--- config.mk ---
export PLATFORM = sky130hd
export DESIGN_NAME = shift_register_mlane
export DESIGN_NICKNAME = d
export VERILOG_FILES = /design/src/rtl/shift_register_mlane.sv
export SDC_FILE = /design/constraint.sdc
export NUM_CORES = 1
export LEC_CHECK = 0
export CORE_MARGIN = 3
export CORE_UTILIZATION = 43
export CTS_BUF_LIST = sky130_fd_sc_hd__clkbuf_8
export CTS_CLUSTER_SIZE = 12
export DETAILED_ROUTE_END_ITERATION = 12
export PLACE_DENSITY = 0.84
export SLEW_MARGIN = 0
export SYNTH_ARGS = -nofsm -noshare
export SYNTH_HDL_FRONTEND = slang
export SYNTH_SLANG_ARGS = --single-unit
--- constraint.sdc ---
create_clock -name i_CLK -period 1.8 [get_ports i_CLK]
set_clock_uncertainty 0.1 [all_clocks]
set_input_delay 0.36 -clock i_CLK [delete_from_list [all_inputs] [get_ports i_CLK]]
set_output_delay 0.36 -clock i_CLK [all_outputs]
set_load 0.01 [all_outputs]
--- src/rtl/shift_register_mlane.sv ---
`default_nettype none
// ============================================================================
//  Module      : shift_register_mlane
//  Description : Multi-lane bidirectional shift register with parallel load.
//                Shifts LANE bits per enabled cycle (right or left), counts
//                shifts within a WIDTH-bit word, and emits a one-cycle pulse
//                when the word is fully assembled. The lane displaced by each
//                shift is registered on o_SO so instances can be chained.
//
//  Parameters  : WIDTH  register width in bits (multiple of LANE)
//                LANE   bits inserted/removed per shift (1..WIDTH)
//
//  Ports       : i_CLK         clock, rising edge
//                i_RST         synchronous active-high reset
//                i_CLR         synchronous clear (same effect as reset)
//                i_EN          operation enable
//                i_MODE        00 hold, 01 shift right, 10 shift left,
//                              11 parallel load
//                i_SI          serial input lane
//                i_PDATA       parallel load data
//                o_DATA        register contents
//                o_SO          lane displaced by the last shift or load
//                o_CNT         shifts completed in the current word
//                o_WORD_VALID  one-cycle pulse when o_DATA holds a full word
//
//  Revision    : 1.0  initial multi-lane release
// ============================================================================
module shift_register_mlane #(
    parameter  int WIDTH = 10,
    parameter  int LANE  = 1,
    localparam int N     = WIDTH / LANE,
    localparam int CW    = (N > 1) ? $clog2(N) : 1
) (
    input  logic             i_CLK,
    input  logic             i_RST,
    input  logic             i_CLR,
    input  logic             i_EN,
    input  logic [1:0]       i_MODE,
    input  logic [LANE-1:0]  i_SI,
    input  logic [WIDTH-1:0] i_PDATA,
    output logic [WIDTH-1:0] o_DATA,
    output logic [LANE-1:0]  o_SO,
    output logic [CW-1:0]    o_CNT,
    output logic             o_WORD_VALID
);

    localparam logic [1:0]    c_MODE_HOLD = 2'b00;
    localparam logic [1:0]    c_MODE_SHR  = 2'b01;
    localparam logic [1:0]    c_MODE_SHL  = 2'b10;
    localparam logic [1:0]    c_MODE_LOAD = 2'b11;
    localparam logic [CW-1:0] c_CNT_LAST  = CW'(N - 1);

    logic [WIDTH-1:0] data_q, data_d;
    logic [LANE-1:0]  so_q,   so_d;
    logic [CW-1:0]    cnt_q,  cnt_d;
    logic             vld_q,  vld_d;

    // Shift candidates for both directions, computed every cycle.
    logic [WIDTH-1:0] w_shr_data;
    logic [WIDTH-1:0] w_shl_data;
    logic [LANE-1:0]  w_shr_so;
    logic [LANE-1:0]  w_shl_so;
    logic             w_shift;

    generate
        if (LANE == WIDTH) begin : g_full_lane
            // The whole register is one lane: a shift simply replaces it.
            assign w_shr_data = i_SI;
            assign w_shl_data = i_SI;
            assign w_shr_so   = data_q;
            assign w_shl_so   = data_q;
        end else begin : g_part_lane
            assign w_shr_data = {i_SI, data_q[WIDTH-1:LANE]};
            assign w_shl_data = {data_q[WIDTH-LANE-1:0], i_SI};
            assign w_shr_so   = data_q[LANE-1:0];
            assign w_shl_so   = data_q[WIDTH-1 -: LANE];
        end
    endgenerate

    always_comb begin
        data_d  = data_q;
        so_d    = so_q;
        cnt_d   = cnt_q;
        vld_d   = 1'b0;     // pulse only lives for one cycle
        w_shift = 1'b0;

        if (i_CLR) begin
            data_d = '0;
            so_d   = '0;
            cnt_d  = '0;
        end else if (i_EN) begin
            case (i_MODE)
                c_MODE_SHR: begin
                    data_d  = w_shr_data;
                    so_d    = w_shr_so;
                    w_shift = 1'b1;
                end
                c_MODE_SHL: begin
                    data_d  = w_shl_data;
                    so_d    = w_shl_so;
                    w_shift = 1'b1;
                end
                c_MODE_LOAD: begin
                    // A load starts a fresh word; the partial count is dropped.
                    data_d = i_PDATA;
                    so_d   = '0;
                    cnt_d  = '0;
                end
                c_MODE_HOLD: begin
                end
                default: begin
                end
            endcase

            // Shifts of either direction advance the same word counter.
            // With N==1 the last index is 0, so every shift pulses.
            if (w_shift) begin
                if (cnt_q == c_CNT_LAST) begin
                    cnt_d = '0;
                    vld_d = 1'b1;
                end else begin
                    cnt_d = cnt_q + CW'(1);
                end
            end
        end
    end

    always_ff @(posedge i_CLK) begin
        if (i_RST) begin
            data_q <= '0;
            so_q   <= '0;
            cnt_q  <= '0;
            vld_q  <= 1'b0;
        end else begin
            data_q <= data_d;
            so_q   <= so_d;
            cnt_q  <= cnt_d;
            vld_q  <= vld_d;
        end
    end

    assign o_DATA       = data_q;
    assign o_SO         = so_q;
    assign o_CNT        = cnt_q;
    assign o_WORD_VALID = vld_q;

endmodule
`default_nettype wire

==> flow_summary.json <==
{
  "insertion_delay_ps": 250,
  "max_freq_mhz": 586,
  "dr.first_iter.drc_count": 19,
  "utilization_pct": 75.8,
  "grtUsageTotal_pct": 21.2,
  "hold_start": "o_DATA[1]",
  "peakVddDrop_mv": 0.400,
  "dp_hpwl_um": 1740,
  "finalPower_uw": 870,
  "drt_pre_antenna_iters": 4,
  "layout.nets": 164,
  "hold_viol_final": 0,
  "critical_path_class": "flop to primary output",
  "core_area_sq_um": 1750,
  "hp-class": "flop to flop",
  "synth_area_per_cell_sq_um": 8.33,
  "synth.distinct_cells": 26,
  "final_antenna_net_count": 0,
  "worstSetupEndpointType": "primary output",
  "dpl.cell_count": 162,
  "vias": 915,
  "crit_fanout": 6,
  "netlist_area_sq_um": 808,
  "internal_power_uw": 659,
  "synth_xor_area_share_pct": 0,
  "swShare_pct": 24.3,
  "period_needed_ps": 1710,
  "cap_violations": 0,
  "final_cell_mix": "30 x clkdlybuf4s50_1, 16 x dfxtp_1, 13 x nand2_1, 13 x buf_4",
  "antenna_found_initial": 0,
  "syn_inst": 97,
  "grt_overflow": 0,
  "reg2reg_from": "o_CNT[1]",
  "synthMuxAreaShare_pct": 0,
  "synthSimpleGateAreaFrac_pct": 19.0,
  "slew_headroom_pct": 83.3,
  "die_h_um": 49.4,
  "pwr-share-comb_pct": 20.3,
  "cts_root_buf": "clkbuf_8",
  "die_w_um": 49.4,
  "num_rows": 15,
  "seqPwrFrac_pct": 43.2,
  "cts.clk_slew.worst_paths_ps": 60,
  "numCtsBuffers": 3,
  "status": "complete, no violations",
  "grt_pass1_wl_um": 4040,
  "final_area_sq_um": 1320,
  "synth_top_family_by_area": "compound AO/OA/AOI/OAI gates",
  "cts_hold_buf": 0,
  "fillerInstances": 133,
  "slowest_delay_ps": 580,
  "htree_levels": 1,
  "final_cell_count_no_fill": 166,
  "via_per_inst": 5.51,
  "cts.path.max_buffers": 2,
  "seq_area_frac_synth_pct": 39.6,
  "syn_nets": 119,
  "portBuffers": 32,
  "p_leak_nw": 0.489,
  "die_area_sq_um": 2440,
  "synth-seq-cells": 16,
  "antenna_cells": 0,
  "period_share_pct": 94.8,
  "io_pins": 33,
  "rsz0062_at_grt": "false",
  "final_common_cell": "clkdlybuf4s50_1",
  "synth_fa_ha_area_share_pct": 7.74,
  "yosysWarningCount": 0,
  "grt_pass1_vias": 945,
  "final_max_slew_viol_count": 0,
  "clock-sinks": 16,
  "cts_tree": "built",
  "worstPathRequired_ps": 1340,
  "crit_buf_inv": 1,
  "crit_family": "buffers and inverters",
  "p_clk_share_pct": 36.5,
  "finalWeightedCongestion": 0.811,
  "wl_um": 2380,
  "powerDensity_nw_per_um2": 657,
  "crit_start": "o_CNT[0]",
  "cp.arrival_ps": 1250,
  "drive_gt1_share_pct": 17.0,
  "drt_drc_violations_left": 0,
  "dpl_cell_area_sq_um": 1250,
  "synth_compound_area_share_pct": 28.8,
  "syn_to_final_growth_pct": 63.8,
  "detail_route.wl_per_cell_um": 14.3,
  "p_sw_uw": 212,
  "start_util_pct": 46.3,
  "critical_path.slowest_cell": "clkdlybuf4s50_1",
  "tightest_slew_ps": 250,
  "startpoint_type": "flop",
  "critical_path.cell_chain": "clkdlybuf4s50_1",
  "grt_start_max_net_pins": 21,
  "setup_viol": 0
}
-- power groups by stage --
stage / sequential, mW / combinational [mW] / clock (mW)
floorplan: 0.386 / 0.0615 / 0
finish: 0.376 / 0.176 / 0.318
global placement: 0.383 / 0.165 / 0
global route: 0.378 / 0.191 / 0.344
CTS: 0.376 / 0.175 / 0.323
detailed placement: 0.383 / 0.170 / 0
-- worst paths after layout --
| kind | to | slack [ps] | depth (start not counted) |
|---|---|---|---|
| setup / recovery | o_CNT[0] | 90 | 1 |
| hold / removal | o_DATA[0] | 410 | 2 |
| setup reg to reg | o_CNT[2] | 420 | 5 |
| hold reg to reg | o_DATA[0] | 410 | 2 |
-- routing by layer --
| layer | up-vias | global-route usage [%] | wire length, um |
|---|---|---|---|
| met5 | - | 0 | 0 |
| li1 | 448 | - | - |
| met1 | 439 | 24.9 | 1020 |
| met3 | 0 | 3.36 | 120 |
| met4 | 0 | 7.11 | 0 |
| met2 | 28 | 38.6 | 1230 |
-- registers in the layout (all words and copies together), names as in the netlist --
name and count:
o_CNT 4, o_WORD_VALID 1, o_DATA 10, o_SO 1
-- final cells by class --
class / count / area (sq um) / share of cell area, %
Timing Repair Buffer: 46 / 435 / 32.9
Tap cell: 25 / 31.3 / 2.36
Inverter: 4 / 15.0 / 1.13
Clock buffer: 4 / 55.1 / 4.16
Sequential cell: 16 / 320 / 24.2
Multi-Input combinational cell: 71 / 467 / 35.3
-- kinds of logic after synthesis --
group | after synthesis
AOI/OAI and AO/OA | 36
and+or+nand+nor | 30
DFF | 16
buffers and inverters | 10
adders and majority gates | 5
-- repair_timing --
action                                  CTS  global route
setup buffers                             0             0
endpoints found under the setup margin    2             0
resized for setup                         5             0
-- per-stage QoR --
stage	hold WS [ps]	setup slack, ps	setup TNS, ps
finish	408	93.0	0
global route	435	1.07	0
CTS	409	69.1	0
detailed placement	397	-306	-2740
global placement	380	-235	-1980
floorplan	386	240	0
-- synth_stat cells --
master / n / area [sq um]
o31ai_1: 2 / 15.0
nand2_1: 13 / 48.8
a31oi_1: 10 / 62.6
buf_2: 1 / 5.00
a22oi_1: 9 / 67.6
o21ai_0: 10 / 50.1
ha_1: 5 / 62.6
a21oi_1: 1 / 5.00
and2b_2: 1 / 8.76
nand3b_1: 1 / 7.51
nand2b_1: 1 / 6.26
or4_1: 1 / 7.51
or2_2: 1 / 6.26
a211oi_1: 1 / 7.51
nand2b_4: 1 / 13.8
nand3_1: 4 / 20.0
dfxtp_1: 16 / 320
nor2_1: 3 / 11.3
nor3_1: 2 / 10.0
o32ai_1: 1 / 8.76
o21a_1: 1 / 7.51
nor3b_1: 1 / 7.51
a221oi_1: 1 / 8.76
inv_1: 4 / 15.0
clkbuf_1: 5 / 18.8
nand4_1: 1 / 6.26
Power figures use the tool's default switching activity.
